$ cat config.mk
export PLATFORM = sky130hd
export DESIGN_NAME = lcd_capture_flat
export DESIGN_NICKNAME = d
export VERILOG_FILES = /design/src/rtl/lcd_capture_if.sv /design/src/rtl/lcd_capture.sv /design/src/flat_wrapper.sv
export SDC_FILE = /design/constraint.sdc
export NUM_CORES = 1
export LEC_CHECK = 0
export CAP_MARGIN = 30
export CORE_MARGIN = 3
export CORE_UTILIZATION = 54
export DETAILED_ROUTE_END_ITERATION = 10
export GPL_TIMING_DRIVEN = 0
export PLACE_DENSITY = 0.82
export SLEW_MARGIN = 20
export SYNTH_ARGS = -nofsm -noshare
export SYNTH_HDL_FRONTEND = slang
export SYNTH_SLANG_ARGS = --single-unit
$ cat constraint.sdc
create_clock -name CLOCK_50 -period 3.4 [get_ports CLOCK_50]
set_input_delay 0.51 -clock CLOCK_50 [delete_from_list [all_inputs] [get_ports CLOCK_50]]
set_output_delay 0.51 -clock CLOCK_50 [all_outputs]
set_load 0.02 [all_outputs]
$ cat src/rtl/lcd_capture_if.sv
// Panel-side video bus into lcd_capture and the captured-pixel bus out of it.
// The capture block is the slave; the panel/consumer side is the master.
interface lcd_capture_if;
    logic       vid_clk;
    logic       vid_hsync;
    logic       vid_vsync;
    logic       vid_den;
    logic [5:0] vid_red;
    logic [5:0] vid_green;
    logic [5:0] vid_blue;

    logic       pix_valid;
    logic [9:0] pix_x;
    logic [8:0] pix_y;
    logic [5:0] pix_red;
    logic [5:0] pix_green;
    logic [5:0] pix_blue;
    logic       frame_start;
    logic       line_end;
    logic       locked;
    logic       overflow;

    modport master (
        output vid_clk, vid_hsync, vid_vsync, vid_den, vid_red, vid_green, vid_blue,
        input  pix_valid, pix_x, pix_y, pix_red, pix_green, pix_blue,
        input  frame_start, line_end, locked, overflow
    );

    modport slave (
        input  vid_clk, vid_hsync, vid_vsync, vid_den, vid_red, vid_green, vid_blue,
        output pix_valid, pix_x, pix_y, pix_red, pix_green, pix_blue,
        output frame_start, line_end, locked, overflow
    );
endinterface

$ cat src/rtl/lcd_capture.sv
// Samples an asynchronous RGB666 parallel panel bus into the CLOCK_50 domain and
// emits one strobe per active pixel with its column/row, plus frame health flags.
module lcd_capture #(
    parameter int H_ACTIVE = 640,
    parameter int V_ACTIVE = 480
) (
    input  logic         CLOCK_50,
    input  logic         rst_n,
    lcd_capture_if.slave vid
);
    localparam logic [10:0] H_LIM = 11'(H_ACTIVE);
    localparam logic [9:0]  V_LIM = 10'(V_ACTIVE);

    typedef enum logic [1:0] {IDLE, FRAME, LINE} state_t;

    // Whole bus goes through one 2-flop synchronizer so a pixel event sees
    // clock, syncs and colour from the same stage-2 sample.
    logic [21:0] sync1, sync2;
    logic        clk_d;
    logic        pix_evt;
    logic        s_hs, s_vs, s_den;
    logic [17:0] s_rgb;

    always_ff @(posedge CLOCK_50 or negedge rst_n) begin
        if (!rst_n) begin
            sync1 <= '0;
            sync2 <= '0;
            clk_d <= 1'b0;
        end else begin
            sync1 <= {vid.vid_clk, vid.vid_hsync, vid.vid_vsync, vid.vid_den,
                      vid.vid_red, vid.vid_green, vid.vid_blue};
            sync2 <= sync1;
            clk_d <= sync2[21];
        end
    end

    assign pix_evt = sync2[21] & ~clk_d;
    assign s_hs    = sync2[20];
    assign s_vs    = sync2[19];
    assign s_den   = sync2[18];
    assign s_rgb   = sync2[17:0];

    state_t     state_q, state_n;
    logic [9:0] x_cnt;
    logic [8:0] y_cnt;
    logic       vs_prev, hs_prev, frame_bad;
    logic       vs_fall, hs_fall;
    logic       start_frame, end_line, take, abort;
    logic       in_range, line_full, frame_full;

    logic       pv, fs, le, lk, ov;
    logic [9:0] px;
    logic [8:0] py;
    logic [5:0] pr, pg, pb;

    // Sync edges are judged between consecutive pixel events, not CLOCK_50 cycles.
    assign vs_fall    = pix_evt & vs_prev & ~s_vs;
    assign hs_fall    = pix_evt & hs_prev & ~s_hs;
    assign in_range   = ({1'b0, x_cnt} < H_LIM) && ({1'b0, y_cnt} < V_LIM);
    assign line_full  = ({1'b0, x_cnt} == H_LIM);
    assign frame_full = ({1'b0, y_cnt} == V_LIM);

    always_ff @(posedge CLOCK_50 or negedge rst_n) begin
        if (!rst_n) state_q <= IDLE;
        else        state_q <= state_n;
    end

    // vsync always wins, so a coincident den fall never produces line_end.
    always_comb begin
        state_n     = state_q;
        start_frame = 1'b0;
        end_line    = 1'b0;
        take        = 1'b0;
        abort       = 1'b0;
        if (pix_evt) begin
            case (state_q)
                IDLE: begin
                    if (vs_fall) begin
                        state_n     = FRAME;
                        start_frame = 1'b1;
                    end
                end
                FRAME: begin
                    if (vs_fall) begin
                        start_frame = 1'b1;
                    end else if (s_den) begin
                        state_n = LINE;
                        take    = 1'b1;
                    end
                end
                LINE: begin
                    if (vs_fall) begin
                        state_n     = FRAME;
                        start_frame = 1'b1;
                        abort       = 1'b1;
                    end else if (!s_den || hs_fall) begin
                        state_n  = FRAME;
                        end_line = 1'b1;
                    end else begin
                        take = 1'b1;
                    end
                end
                default: state_n = IDLE;
            endcase
        end
    end

    always_ff @(posedge CLOCK_50 or negedge rst_n) begin
        if (!rst_n) begin
            vs_prev   <= 1'b0;
            hs_prev   <= 1'b0;
            x_cnt     <= '0;
            y_cnt     <= '0;
            frame_bad <= 1'b0;
            pv        <= 1'b0;
            fs        <= 1'b0;
            le        <= 1'b0;
            lk        <= 1'b0;
            ov        <= 1'b0;
            px        <= '0;
            py        <= '0;
            pr        <= '0;
            pg        <= '0;
            pb        <= '0;
        end else begin
            pv <= 1'b0;
            fs <= 1'b0;
            le <= 1'b0;
            if (pix_evt) begin
                vs_prev <= s_vs;
                hs_prev <= s_hs;
            end
            if (start_frame) begin
                fs        <= 1'b1;
                lk        <= (state_q != IDLE) && !abort && !frame_bad && frame_full;
                ov        <= 1'b0;
                frame_bad <= 1'b0;
                x_cnt     <= '0;
                y_cnt     <= '0;
                px        <= '0;
                py        <= '0;
            end else if (end_line) begin
                le    <= 1'b1;
                x_cnt <= '0;
                y_cnt <= (y_cnt == 9'h1FF) ? y_cnt : y_cnt + 9'd1;
                if (!line_full) frame_bad <= 1'b1;
            end else if (take) begin
                x_cnt <= (x_cnt == 10'h3FF) ? x_cnt : x_cnt + 10'd1;
                if (in_range) begin
                    pv <= 1'b1;
                    px <= x_cnt;
                    py <= y_cnt;
                    pr <= s_rgb[17:12];
                    pg <= s_rgb[11:6];
                    pb <= s_rgb[5:0];
                end else begin
                    ov        <= 1'b1;
                    frame_bad <= 1'b1;
                end
            end
        end
    end

    assign vid.pix_valid   = pv;
    assign vid.pix_x       = px;
    assign vid.pix_y       = py;
    assign vid.pix_red     = pr;
    assign vid.pix_green   = pg;
    assign vid.pix_blue    = pb;
    assign vid.frame_start = fs;
    assign vid.line_end    = le;
    assign vid.locked      = lk;
    assign vid.overflow    = ov;
endmodule

$ cat src/flat_wrapper.sv
// flat-port wrapper written by rule: the top's interface ports become plain ports
module lcd_capture_flat 
#(
    parameter int H_ACTIVE = 640,
    parameter int V_ACTIVE = 480
)
  (CLOCK_50, rst_n, vid_vid_clk, vid_vid_hsync, vid_vid_vsync, vid_vid_den, vid_vid_red, vid_vid_green, vid_vid_blue, vid_pix_valid, vid_pix_x, vid_pix_y, vid_pix_red, vid_pix_green, vid_pix_blue, vid_frame_start, vid_line_end, vid_locked, vid_overflow);
  lcd_capture_if vid_i ();
  input  logic CLOCK_50;
  input  logic rst_n;
  input wire logic [$bits(vid_i.vid_clk)-1:0] vid_vid_clk;
  input wire logic [$bits(vid_i.vid_hsync)-1:0] vid_vid_hsync;
  input wire logic [$bits(vid_i.vid_vsync)-1:0] vid_vid_vsync;
  input wire logic [$bits(vid_i.vid_den)-1:0] vid_vid_den;
  input wire logic [$bits(vid_i.vid_red)-1:0] vid_vid_red;
  input wire logic [$bits(vid_i.vid_green)-1:0] vid_vid_green;
  input wire logic [$bits(vid_i.vid_blue)-1:0] vid_vid_blue;
  output wire logic [$bits(vid_i.pix_valid)-1:0] vid_pix_valid;
  output wire logic [$bits(vid_i.pix_x)-1:0] vid_pix_x;
  output wire logic [$bits(vid_i.pix_y)-1:0] vid_pix_y;
  output wire logic [$bits(vid_i.pix_red)-1:0] vid_pix_red;
  output wire logic [$bits(vid_i.pix_green)-1:0] vid_pix_green;
  output wire logic [$bits(vid_i.pix_blue)-1:0] vid_pix_blue;
  output wire logic [$bits(vid_i.frame_start)-1:0] vid_frame_start;
  output wire logic [$bits(vid_i.line_end)-1:0] vid_line_end;
  output wire logic [$bits(vid_i.locked)-1:0] vid_locked;
  output wire logic [$bits(vid_i.overflow)-1:0] vid_overflow;
  assign vid_i.vid_clk = vid_vid_clk;
  assign vid_i.vid_hsync = vid_vid_hsync;
  assign vid_i.vid_vsync = vid_vid_vsync;
  assign vid_i.vid_den = vid_vid_den;
  assign vid_i.vid_red = vid_vid_red;
  assign vid_i.vid_green = vid_vid_green;
  assign vid_i.vid_blue = vid_vid_blue;
  assign vid_pix_valid = vid_i.pix_valid;
  assign vid_pix_x = vid_i.pix_x;
  assign vid_pix_y = vid_i.pix_y;
  assign vid_pix_red = vid_i.pix_red;
  assign vid_pix_green = vid_i.pix_green;
  assign vid_pix_blue = vid_i.pix_blue;
  assign vid_frame_start = vid_i.frame_start;
  assign vid_line_end = vid_i.line_end;
  assign vid_locked = vid_i.locked;
  assign vid_overflow = vid_i.overflow;
  lcd_capture #(.H_ACTIVE(H_ACTIVE), .V_ACTIVE(V_ACTIVE)) u_core (.CLOCK_50(CLOCK_50), .rst_n(rst_n), .vid(vid_i));
endmodule
==> impl_results.md, run 1 <==
- Die footprint: 9040 um^2
- Routed length per instance: between 15 and 20 um
- Area occupied by multi-input gates: about 1400 um^2
- Die height: between 90 and 100 um
- Hold Vio Cnt, Final: 0
- EDFF count, synth: 0
- Yosys warns: 0
- Final Cell Area: roughly 5300 um^2
- Relative slew slack: 50.9%
- Setup CP Type: register to register
- Period utilisation layout: 65.1%
- Fillcell total: ~530
- Total GRT Usage: between 15 and 20%
- Die Span X: between 90 and 100 um
- Synth Register Bits: between 100 and 150
- Vias in the first global route: between 2000 and 3000
- Syn nets: approximately 380
- Main synth FF type: dfrtp_1
- R2R Setup Slk: between 1 and 1.5 ns
- Num CTS Buffers: 9
- Post-DP Area: slightly above 5000 um^2
- DRC: 0
- Count of cell types in the netlist: 48
- Min Tclk post-route: between 2 and 2.5 ns
- Largest buffer count on any clock path: 2
- Pleak: ~2.3 nW
- Seq/Total Area, Yosys: between 60% and 70%
- Final count of pins violating max slew: 0
- CP Capture Type: register
- Worst min path class: primary input to asynchronous set/reset pin
- Placed instance count: 508
- Worst Path Arrival: between 2 and 2.5 ns
- Vias per cell: between 5 and 6
- Fmax: roughly 0.45 GHz
- H-tree levels: 3
- Avg Cell Area, Syn: 12.5 um^2
- DR vias: 2784
- Core ar.: roughly 7500 um^2
- DRT Pass-1 Iters: 4
- Final Wtd Congestion: 0.892
- Final Setup Violations: 0
- Max-capacitance violation count: 0
- # hold bufs at CTS: 0
- Maximum VDD drop: 0.362 mV
- Dpl hpwl: between 5000 and 6000 um
- Clock-pin slew on the worst setup and hold paths: ~0.11 ns
- Status: finished clean
- Antenna viol nets, final: 0
- Setup TNS: 0 ns
- P per Cell Area: between 600 and 700 nW/um^2
- Pre-CTS setup slack: around 1.2 ns
- Skew-Pair Late Insertion Delay: between 0.3 and 0.4 ns
- Startpoint Class: register
- Final clock skew: about 0.014 ns
- Root Driver: clkbuf_8
- Post-CTS setup buffers: 0
- Worst-Margin Slew: between 0.7 and 0.8 ns
- # rows: 31
- Cell area after synthesis: roughly 4300 um^2
- Ys async rst share: between 90% and 100%
- PostCTS Resize Cnt: 0
- Clk sinks: around 110
- Crit path required time: 3.67 ns
- Largest net degree at the start of global routing: slightly below 60
- Mapped Cells: about 340
- Detailed Route WL: between 7000 and 8000 um
- RSZ-0062 raised after global routing: no
- Layout Cells excl Fill: about 520
- CP max FO: 10
- Starting Density: between 50% and 60%
- Buffers on Ports: 65
- First-pass GRT wire length: about 13000 um
- Top Ports: 66
- Nets: 454
- ANT cells: 0
- Reg area: between 2000 and 3000 um^2
- Area delta synth->final: 23.7%
- Gr ovfl total: 0
- CTS tree: built
- PnR worst setup slack: about 1.2 ns
- Iter 0 DRT Violations: 128
- Antenna violations before repair: 0
- Ratio of cells with drive above 1 in the final layout: between 10% and 20%
- Hold Slack: slightly below 0.07 ns
## routing by layer
metal	wire length, um	global-route usage, %	up-vias
met3	336	4.26	9
met4	110	6.85	0
met2	3900	31.2	63
li1	-	-	1320
met1	3610	26.3	1392
met5	0	0	-
## layout make-up
class                           instances  area share [%]
Tap cell                               99            2.34
Timing Repair Buffer                   66            12.8
Clock buffer                            9            2.34
Buffer                                 11            1.37
Multi-Input combinational cell        210            26.3
Inverter                               11           0.780
Clock inverter                          7            1.63
Sequential cell                       111            52.4
## final timing paths
kind | startpoint | end | depth (start not counted)
max | u_core.state_q[0] | u_core.vid.pix_green[4] | 8
min reg2reg | u_core.sync1[20] | u_core.sync2[20] | 0
min | rst_n | u_core.sync1[19] | 1
min in group CLOCK_50 | u_core.sync1[20] | u_core.sync2[20] | 0
max reg2reg | u_core.state_q[0] | u_core.vid.pix_green[4] | 8
max in group asynchronous | rst_n | u_core.vid.pix_y[3] | 2
## power by group
group	total [mW]	switching [mW]	internal, mW
logic	0.862	0.420	0.442
clock network	0.787	0.489	0.299
registers	1.62	0.118	1.50
total	3.27	1.03	2.24
## worst max-delay path, stage by stage (launching register included)
cell and delay, ns:
dfrtp_1 0.43, inv_1 0.12, ha_1 0.27, nand2_1 0.15
o22ai_1 0.26, and3_4 0.24, buf_6 0.15, buf_8 0.17
mux2_4 0.31
## registers in the layout (all words and copies together), names as in the netlist, 2 cells and up
register	cells
u_core.sync2	22
u_core.sync1	22
u_core.vid.pix_blue	6
u_core.vid.pix_red	6
u_core.state_q	2
u_core.vid.pix_green	6
u_core.y_cnt	9
u_core.x_cnt	10
u_core.vid.pix_x	10
u_core.vid.pix_y	9
## placed cells by master (no fill, tap or decap), types with 7 or more instances in the layout
| master | count |
|---|---|
| nand2_1 | 62 |
| ha_1 | 10 |
| clkbuf_8 | 9 |
| mux2_4 | 10 |
| dfrtp_1 | 111 |
| o21ai_0 | 28 |
| inv_1 | 10 |
| clkdlybuf4s50_1 | 64 |
| nor2_1 | 18 |
| mux2_2 | 9 |
| nand3_1 | 7 |
## synthesized netlist by cell type (2+ instances only)
cell type | number | area [um^2]
buf_6 | 2 | 22.5
nand3_1 | 7 | 35.0
buf_2 | 4 | 20.0
xor2_1 | 6 | 52.6
inv_1 | 10 | 37.5
a21oi_1 | 5 | 25.0
nor2_1 | 18 | 67.6
clkbuf_1 | 4 | 15.0
and3_1 | 2 | 12.5
nor4_1 | 5 | 31.3
o21ai_0 | 28 | 140
ha_1 | 10 | 125
mux2_2 | 9 | 101
nand2_1 | 62 | 233
mux2i_1 | 3 | 30.0
or4_1 | 2 | 15.0
o31ai_1 | 3 | 22.5
nor3_1 | 3 | 15.0
xnor2_1 | 3 | 26.3
a211oi_1 | 5 | 37.5
nand4_1 | 5 | 31.3
nor2b_1 | 2 | 12.5
dfrtp_1 | 111 | 2780
mux2_4 | 10 | 150
## stage by stage
step	util, %	power (mW)
after floorplan	-	2.12
after global placement	67.6	2.48
after CTS	70.8	3.29
after global routing	70.8	3.44
after detailed placement	67.9	2.52
final	70.8	3.27
## cells by family (layout without fill, tap and decap cells)
group | count (synthesis) | in the layout | synth area share [%]
compound gates | 49 | 49 | 6.98
xor+xnor | 9 | 9 | 1.84
fa+ha+maj | 10 | 10 | 2.92
buf+inv | 22 | 104 | 2.66
flops | 111 | 111 | 64.9
mux | 22 | 22 | 6.57
simple gates | 120 | 120 | 14.2
(Power assumes the default switching activity.)
==> run 2: changes to the inputs <==
CORE_UTILIZATION = 48   (was 54)
PLACE_DENSITY = 0.77   (was 0.82)
clock period = 1.8 ns   (was 3.4 ns; I/O delays follow)
==> impl_results.md, run 2 (synthesized netlist as in run 1, its figures left out) <==
- Logic pwr share: 31.4% (+5.0 points)
- Setup TNS: -1.17 ns (-1.17 ns)
- Total GRT Usage: 18.7% (-0.68 points)
- Root Driver: clkbuf_8
- Area delta synth->final: 34.4%
- R2R Setup Slk: -0.09 ns (-1.27 ns)
- Largest buffer count on any clock path: 2 (unchanged)
- ANT cells: 0 (unchanged)
- RSZ-0062 raised after global routing: yes
- Period utilisation layout: 105% (+40 points)
- DRT Pass-1 Iters: 4 (unchanged)
- Setup CP Type: register to register
- Failing checks: negative setup slack
- Top Ports: 66 (unchanged)
- Detailed Route WL: 9250 um (+16%)
- Layout Cells excl Fill: 547 (+4.4%)
- Max stage delay cell, worst path: dfrtp_1
- CP Capture Type: register
- Nets: 471 (+3.7%)
- Iter 0 DRT Violations: 187 (+46%)
- Sw Share: 31.9% (+0.54 points)
- Maximum VDD drop: 0.584 mV (+61%)
- Placed instance count: 514 (+1.2%)
- Worst R2R Start: u_core.state_q[0]
- Largest net degree at the start of global routing: 62 (+5.1%)
- First-pass GRT wire length: 14600 um (+11%)
- Status: complete, but fails checks
- Final Setup Violations: 26 (+26)
- Crit path required time: 2.07 ns (-1.60 ns)
- Crit path capture: u_core.vid.pix_red[3]
- Commonest non-fill, non-tap cell in the layout: dfrtp_1
- Fillcell total: 580 (+10%)
- # rows: 33 (+6.5%)
- Buffers on Ports: 65 (unchanged)
- Max-capacitance violation count: 0 (unchanged)
- Routed length per instance: 16.9 um (+11%)
- Cell internal pwr: 4.47 mW (+99%)
- CTS tree: built
- Fmax: 0.530 GHz (+17%)
- Worst-Margin Slew: 0.494 ns (-0.240 ns)
- Crit path launch: u_core.state_q[0]
- Worst-path cell chain: inv_2 > ha_4 > nand2_4 > o22ai_4 > and3_4 > buf_8 > clkbuf_16 > mux2_4
- DR vias: 2887 (+3.7%)
- PnR worst setup slack: -0.0867 ns (-1.27 ns)
- Largest stage delay on the critical path: 0.40 ns (-0.03 ns)
- Commonest non-fill, non-tap cells in the layout: dfrtp_1 (110), clkdlybuf4s50_1 (64), nand2_1 (50), o21ai_0 (18), mux2_4 (17)
- Clk sinks: 111 (unchanged)
- Skew-Pair Late Insertion Delay: 0.38 ns (about the same)
- Antenna violations before repair: 0 (unchanged)
- Relative slew slack: 67.1% (+16 points)
- Vias in the first global route: 2828 (+6.7%)
- Clock Power Share: 22.2% (-1.9 points)
- Antenna viol nets, final: 0 (unchanged)
- P per Cell Area: 1140 nW/um^2 (+85%)
- Die height: 100 um (+5.7%)
- Worst flop-to-flop path endpoint: u_core.vid.pix_red[3]
- Worst Path Arrival: 2.16 ns (-0.32 ns)
- Psw: 2.10 mW (+100%)
- Regs by FF count: u_core.sync1: 22 flops, u_core.sync2: 22 flops
- Num CTS Buffers: 9 (unchanged)
- Hold Vio Cnt, Final: 0 (unchanged)
- DRC: 0 (unchanged)
- Clock-pin slew on the worst setup and hold paths: 0.12 ns (about the same)
- Final Wtd Congestion: 0.885 (-0.71%)
- Worst min path class: primary input to register
- Die Span X: 100 um (+5.7%)
- Pleak: 2.52 nW (+7.5%)
- Final clock skew: 0.0191 ns (+0.00483 ns)
- Dpl hpwl: 5830 um (+2.1%)
- Cell count of the worst reg-to-reg path: 8 (unchanged)
- H-tree levels: 3 (unchanged)
- Gr ovfl total: 0 (unchanged)
- Starting Density: 50.8% (-6.4 points)
- Min Tclk post-route: 1.89 ns (-0.326 ns)
- Die footprint: 10100 um^2 (+12%)
- CP max FO: 5 (-5)
- Hold Slack: 0.315 ns (+0.247 ns)
- Core ar.: 8420 um^2 (+13%)
- Final count of pins violating max slew: 0 (unchanged)
- Ratio of cells with drive above 1 in the final layout: 24.7% (+11 points)
- Startpoint Class: register
- Final core occ: 68.3% (-2.4 points)
- Sequential power share: 46.4% (-3.1 points)
- Vias per cell: 5.28 (-0.66%)
==> run 2: worst min-delay path by stage <==
stage                       endpoint       startpoint  slack (ns)  cells after the start
global placement     u_core.sync2[5]  u_core.sync1[5]        0.33                      0
CTS                 u_core.sync1[12]   vid_vid_red[0]        0.30                      1
detailed placement   u_core.sync1[1]            rst_n        0.26                      1
floorplan               u_core.clk_d            rst_n       -0.03                      0
global route        u_core.sync1[16]   vid_vid_red[4]        0.28                      1
finish              u_core.sync1[12]   vid_vid_red[0]        0.31                      1
==> run 2: per-layer routing <==
metal | share of wire (%) | vias to the layer above | GRT usage (%)
met2 | 49 | 81 | 29.3
met4 | 1.6 | 0 | 5.70
li1 | - | 1360 | -
met3 | 5.1 | 11 | 4.36
met1 | 44 | 1435 | 26.2
met5 | 0 | - | 0
==> run 2: critical path: cells and delay by family, from the launching register on <==
family	cells	cell delay (ns)
buffers and inverters	3	0.42
DFF	1	0.40
and+or+nand+nor	2	0.32
muxes	1	0.29
adders and majority gates	1	0.19
AOI/OAI and AO/OA	1	0.17
==> run 2: area by class of cell <==
type	count	area (um^2)	share of cell area (%)
multi-input combinational	210	1630	28.3
clock inverter	7	77.6	1.35
buffer	9	77.6	1.35
inverter	11	41.3	0.717
clock buffer	9	124	2.15
tap	105	131	2.28
timing repair buffer	85	896	15.6
sequential	111	2780	48.3
==> run 2: power by group through the flow <==
stage	Combinational, mW	Clock, mW	Sequential, mW
floorplan	0.672	0	3.34
global placement	1.61	0	3.09
detailed placement	1.66	0	3.10
CTS	1.92	1.50	3.04
global route	2.19	1.62	3.09
finish	2.06	1.46	3.04
==> run 2: repair_timing <==
action	CTS	global route
endpoints found under the hold margin	50	0
pin swaps	6	5
gates resized for setup	25	48
setup endpoints to repair	57	59
hold buffers	1	0
gates cloned	1	2
buffers inserted	13	2
==> run 2: stage by stage <==
step           power (mW)  setup slack, ns  instance area [um^2]
2_1_floorplan        4.01          -0.0811                  4290
3_3_place_gp         4.69            -3.56                  5080
3_5_place_dp         4.76           -0.289                  5100
4_1_cts              6.46          -0.0205                  5530
5_1_grt              6.90           -0.141                  5760
6_report             6.56          -0.0867                  5760
==> run 3: changes to the inputs <==
CTS_BUF_LIST = sky130_fd_sc_hd__clkbuf_4 sky130_fd_sc_hd__clkbuf_8 sky130_fd_sc_hd__clkbuf_16   (was default)
==> results of run 3 <==
Same layout as run 2: the final DEF is identical, and so are final timing and power.
